[src/rtl/reg_trace_buffer.sv]
// Register write-back trace buffer.
// Captures {cycle, pc, reg index, data, N/Z/V} for every WB-stage register write
// into a circular buffer and presents the oldest entry on a show-ahead
// valid/ready readout port.
// Optional trigger (macro REG_TRACE_TRIGGER_EN): adds trig_pc_i/armed_o.
// Capture then waits in ARMED until the WB PC matches trig_pc_i.
//
// state | meaning
// ------+--------------------------------------------------------------
// IDLE  | capture disabled (en_i=0), or first enabled cycle
// ARMED | waiting for pc_i == trig_pc_i (trigger build only)
// RUN   | capturing every register write-back
module reg_trace_buffer #(
    parameter int DATA_W = 16,
    parameter int PC_W   = 16,
    parameter int NREG   = 16,
    parameter int DEPTH  = 32,
    parameter int CYC_W  = 16,
    localparam int IDX_W = $clog2(NREG),
    localparam int CNT_W = $clog2(DEPTH + 1)
) (
    input  logic              clk_i,
    input  logic              rst_n_i,
    input  logic              en_i,
    input  logic              clr_i,
    input  logic              mode_wrap_i,
    input  logic [PC_W-1:0]   pc_i,
    input  logic              wb_we_i,
    input  logic [IDX_W-1:0]  wb_idx_i,
    input  logic [DATA_W-1:0] wb_data_i,
    input  logic [2:0]        flags_i,
`ifdef REG_TRACE_TRIGGER_EN
    input  logic [PC_W-1:0]   trig_pc_i,
    output logic              armed_o,
`endif
    output logic              rd_valid_o,
    input  logic              rd_ready_i,
    output logic [CYC_W-1:0]  rd_cycle_o,
    output logic [PC_W-1:0]   rd_pc_o,
    output logic [IDX_W-1:0]  rd_idx_o,
    output logic [DATA_W-1:0] rd_data_o,
    output logic [2:0]        rd_flags_o,
    output logic [CNT_W-1:0]  count_o,
    output logic              overflow_o
);
    localparam int PTR_W = $clog2(DEPTH);
    localparam int ENT_W = CYC_W + PC_W + IDX_W + DATA_W + 3;

    typedef enum logic [1:0] {
        IDLE  = 2'd0,
        ARMED = 2'd1,
        RUN   = 2'd2
    } state_t;

    state_t           state_q, state_d;
    logic [CYC_W-1:0] cyc_q;
    logic [PTR_W-1:0] wr_ptr_q, wr_ptr_d;
    logic [PTR_W-1:0] rd_ptr_q, rd_ptr_d;
    logic [CNT_W-1:0] cnt_q, cnt_d;
    logic             ovf_q, ovf_d;
    logic [ENT_W-1:0] mem_q [DEPTH];
    logic             mem_we;
    logic             cap_ok, push, pop, full;
    logic [ENT_W-1:0] head;

`ifdef REG_TRACE_TRIGGER_EN
    assign cap_ok  = (state_q != ARMED) || (pc_i == trig_pc_i);
    assign armed_o = (state_q == ARMED);
`else
    assign cap_ok  = 1'b1;
`endif

    assign push       = en_i & wb_we_i & cap_ok;
    assign rd_valid_o = (cnt_q != '0);
    assign pop        = rd_valid_o & rd_ready_i;
    assign full       = (cnt_q == CNT_W'(DEPTH));

    // Trace state machine: en_i low always returns to IDLE.
    always_comb begin
        state_d = state_q;
        if (!en_i) begin
            state_d = IDLE;
        end else begin
            case (state_q)
`ifdef REG_TRACE_TRIGGER_EN
                IDLE:    state_d = ARMED;
                ARMED:   if (pc_i == trig_pc_i) state_d = RUN;
`else
                IDLE:    state_d = RUN;
                ARMED:   state_d = RUN;
`endif
                RUN:     state_d = RUN;
                default: state_d = IDLE;
            endcase
        end
    end

    // Buffer bookkeeping: clr wins; a full buffer either overwrites the oldest or drops the new entry.
    always_comb begin
        wr_ptr_d = wr_ptr_q;
        rd_ptr_d = rd_ptr_q;
        cnt_d    = cnt_q;
        ovf_d    = ovf_q;
        mem_we   = 1'b0;
        if (clr_i) begin
            wr_ptr_d = '0;
            rd_ptr_d = '0;
            cnt_d    = '0;
            ovf_d    = 1'b0;
        end else begin
            if (push) begin
                if (!full || pop) begin
                    mem_we   = 1'b1;
                    wr_ptr_d = wr_ptr_q + PTR_W'(1);
                    if (!pop) cnt_d = cnt_q + CNT_W'(1);
                end else if (mode_wrap_i) begin
                    mem_we   = 1'b1;
                    wr_ptr_d = wr_ptr_q + PTR_W'(1);
                    rd_ptr_d = rd_ptr_q + PTR_W'(1);
                    ovf_d    = 1'b1;
                end else begin
                    ovf_d    = 1'b1;
                end
            end
            if (pop) begin
                rd_ptr_d = rd_ptr_q + PTR_W'(1);
                if (!push) cnt_d = cnt_q - CNT_W'(1);
            end
        end
    end

    // Control registers and free-running cycle stamp.
    always_ff @(posedge clk_i) begin
        if (!rst_n_i) begin
            state_q  <= IDLE;
            cyc_q    <= '0;
            wr_ptr_q <= '0;
            rd_ptr_q <= '0;
            cnt_q    <= '0;
            ovf_q    <= 1'b0;
        end else begin
            state_q  <= state_d;
            cyc_q    <= cyc_q + CYC_W'(1);
            wr_ptr_q <= wr_ptr_d;
            rd_ptr_q <= rd_ptr_d;
            cnt_q    <= cnt_d;
            ovf_q    <= ovf_d;
        end
    end

    // Entry storage; no reset needed because the head is masked while empty.
    always_ff @(posedge clk_i) begin
        if (rst_n_i && mem_we) begin
            mem_q[wr_ptr_q] <= {cyc_q, pc_i, wb_idx_i, wb_data_i, flags_i};
        end
    end

    assign head = rd_valid_o ? mem_q[rd_ptr_q] : '0;
    assign {rd_cycle_o, rd_pc_o, rd_idx_o, rd_data_o, rd_flags_o} = head;
    assign count_o    = cnt_q;
    assign overflow_o = ovf_q;

endmodule

[config.mk]
export PLATFORM = sky130hd
export DESIGN_NAME = reg_trace_buffer
export DESIGN_NICKNAME = d
export VERILOG_FILES = /design/src/rtl/reg_trace_buffer.sv
export SDC_FILE = /design/constraint.sdc
export NUM_CORES = 1
export LEC_CHECK = 0
export BUFFER_PORTS_ARGS = -buffer_cell sky130_fd_sc_hd__clkbuf_2
export CAP_MARGIN = 20
export CELL_PAD_IN_SITES_DETAIL_PLACEMENT = 1
export CELL_PAD_IN_SITES_GLOBAL_PLACEMENT = 2
export CORE_MARGIN = 5
export CORE_UTILIZATION = 48
export CTS_BUF_LIST = sky130_fd_sc_hd__clkbuf_4
export CTS_CLUSTER_DIAMETER = 150
export DETAILED_ROUTE_END_ITERATION = 10
export GPL_ROUTABILITY_DRIVEN = 0
export PLACE_DENSITY_LB_ADDON = 0.05
export SLEW_MARGIN = 10
export SYNTH_ARGS = -nofsm -noshare
export SYNTH_HDL_FRONTEND = slang
export SYNTH_SLANG_ARGS = --single-unit
[constraint.sdc]
create_clock -name clk_i -period 4.7 [get_ports clk_i]
set_clock_uncertainty 0.15 [all_clocks]
set_input_delay 0.235 -clock clk_i [delete_from_list [all_inputs] [get_ports clk_i]]
set_output_delay 0.235 -clock clk_i [all_outputs]
set_load 0.02 [all_outputs]
==> results.yml <==
timing:
  worstMarginPinSlew_ns: 1.09
  fmax_mhz: 223
  fin_setup_tns_ns: 0
  hold_viol_final: 0
  slew_headroom_pct: 27.3
  fin_crit_sh_pct: 95.2
  setup_viol: 0
  slew_viol_final: 0
  finalCriticalPeriod_ns: 4.47
cts:
  cts_tree: "yes"
  clockBufferDepth: 4
  cts.sinks: 1798
  clock_latency_ns: 1.29
  ctsHtreeMaxLevel: 5
  cts_root_buf: "clkbuf_4"
  cts_buffers: 468
  clk_pin_slew_ns: 0.06
place:
  hpwlAfterDp_mm: 93.0
  io_buffers: 108
synthesis:
  syn-num-nets: 3088
  ys_dominant_reg_cell: "edfxtp_1"
  netlist_instances: 3034
  synth_top_area_share_pct: 76.4
  synth_edf_count: 1760
  synth_warnings: 0
  yosys-top-cells-area: "edfxtp_1, mux4_2, mux2i_1"
  synth_seq_cells: 1798
  ys_async_sr_fraction_pct: 0
  netlist_area_um2: 69200
  syn_area_per_cell_um2: 22.8
  synth_cell_types: 53
  yosysTopAreaCell: "edfxtp_1"
  synth-seq-area-share_pct: 77.5
route:
  vias_per_cell: 5.91
  route.vias.total: 34901
  drtIter0Drc: 2877
  drc_errors: 0
  wl_mm: 183
  first_pass_iters: 5
  ant_nets: 0
  post_drt_wl_per_cell_um: 31.1
critical_path:
  slowest_delay_ns: 0.56
  r2r_cells: 9
  r2r-start: "count_o[1]$_SDFF_PP0_"
  crit_path_end_kind: "primary output"
  path_max_fanout: 54
  cp.required_ns: 4.32
  crit_slowest_cell: "dfxtp_4"
  cp_cell_sequence: "buf_12, buf_12, mux4_2, mux2i_1, o2111a_1, a2111oi_2, clkbuf_2"
  arrival_ns: 4.09
  crit_top_cell: "buf_12"
  startpoint_type: "flop"
  critPathKind: "flop to primary output"
cells_and_area:
  area_growth_pct: 15.0
  fillers: 12478
  drive_above_1_share_pct: 36.5
  layout.nets: 3733
  final_common_cell: "edfxtp_1"
  final_cell_mix: "edfxtp_1, clkbuf_4, mux4_2"
worst_hold_path:
  hp-class: "primary input to flop"
  min_path_cells: 4
  min_from: "clr_i"
global_routing:
  antenna_found_initial: 6
  gr-usage-all-layers_pct: 24.2
  grt_pass1_wl_mm: 264
  grt.busiest_layer: "met2"
  met1_usage_pct: 33.6
  grt_overflow: 0
  grt_max_degree: 71
  use_met3_pct: 4.39
  use_met2_pct: 39.7
  grt_pass1_vias: 38198
die:
  fp.dieH_um: 390
  die_area_um2: 152000
  ios: 109
  start_util_pct: 48.2
  rows: 139
  die_x_um: 390
  design.core.area_um2: 143000
pwr:
  finalPower_mw: 30.8
  p_leak_nw: 24.6
  peakVddDrop_mv: 0.224
  p_per_area_nw_per_um2: 387
flow_run:
  maxCapViolCount: 0
run_status:
  status: "finished clean"
## synthesized netlist by cell type, types with 3 or more instances
cell type  instances
mux2i_1          127
clkbuf_2           4
nand3_1           22
inv_1             10
nor2_1            51
a31o_2             3
nand4_1            7
a31oi_1            4
buf_1              5
or3_1              6
mux4_2           440
and2_1             6
o2111a_1          41
ha_1               8
nand3b_1           5
o21ai_0            7
buf_4             28
nor3_1             4
o2111ai_1         15
buf_2             48
a21oi_1           30
xnor2_1            5
nand4b_1           3
xor2_1             5
a21o_1             4
clkbuf_1          52
a2111oi_2         41
nor2b_1            3
o22ai_1           41
buf_8              4
buf_6             26
nand2_1          140
edfxtp_1        1760
dfxtp_1           38
and3_1            18
## final timing paths
check,end,slack [ns]
worst max-delay path,rd_pc_o[5],0.23
worst min-delay path,wr_ptr_q[4]$_SDFFE_PP0P_,0.16
worst min register to register,flop,0.33
worst max register to register,count_o[1]$_SDFF_PP0_,0.75
## power by group
group | internal, mW | leakage, nW | switching [mW] | total [mW]
clock network | 6.51 | 3.29 | 6.12 | 12.6
registers | 17.5 | 16.3 | 0.0186 | 17.6
logic | 0.196 | 5.03 | 0.399 | 0.595
total | 24.3 | 24.6 | 6.53 | 30.8
## cell type report
cell class | instances | area (µm²) | share of cell area, %
Antenna cell | 10 | 25.0 | 0.0315
Clock buffer | 655 | 4920 | 6.18
Clock inverter | 124 | 563 | 0.708
Inverter | 10 | 37.5 | 0.0472
Multi-Input combinational cell | 1058 | 14800 | 18.6
Sequential cell | 1798 | 53600 | 67.4
Tap cell | 1903 | 2380 | 2.99
Timing Repair Buffer | 343 | 3210 | 4.03
## per-stage QoR
stage | hold WS (ns) | setup slack [ns] | instance area (µm²) | cells | utilization [%]
final | 0.158 | 0.225 | 79500 | 5901 | 55.4
after global routing | 0.115 | -0.0306 | 79500 | 5900 | 55.4
after CTS | 0.0114 | -0.0368 | 79100 | 5869 | 55.1
after detailed placement | 0.320 | 1.06 | 72600 | 4991 | 50.6
after global placement | 0.315 | 1.03 | 72600 | 4991 | 50.6
after floorplan | 0.184 | -0.0827 | 69200 | 3034 | -
## metal layers
layer	share of wire [%]	vias to the layer above
li1	-	14512
met1	42	18841
met2	50	1220
met3	5.7	326
met4	2.3	2
met5	0.0071	-
## flip-flops by register name (all words and copies together), names as in the netlist, named ones only
name        count
count_o         5
cyc_q          16
mem_q        1760
overflow_o      1
rd_ptr_q        5
wr_ptr_q        5
## worst max-delay path: cells and delay by family, from the launching register on
family | cells | cell delay [ns]
buffers and inverters | 3 | 0.97
AOI/OAI and AO/OA | 2 | 0.74
DFF | 1 | 0.56
muxes | 2 | 0.36
## cell families after synthesis
kind of cell / synth area share [%]
xor+xnor: 0.127
fa+ha+maj: 0.145
mux: 16.2
buf+inv: 1.58
compound gates: 2.62
simple gates: 1.84
flops: 77.5
## repair_timing
action	in CTS	in global routing
setup endpoints to repair	32	5
setup buffers	1	2
resized for setup	10	1
hold buffers	98	0
pin swaps	1	0
cloned	0	1
hold endpoints to repair	2234	0
(Power assumes the default switching activity.)
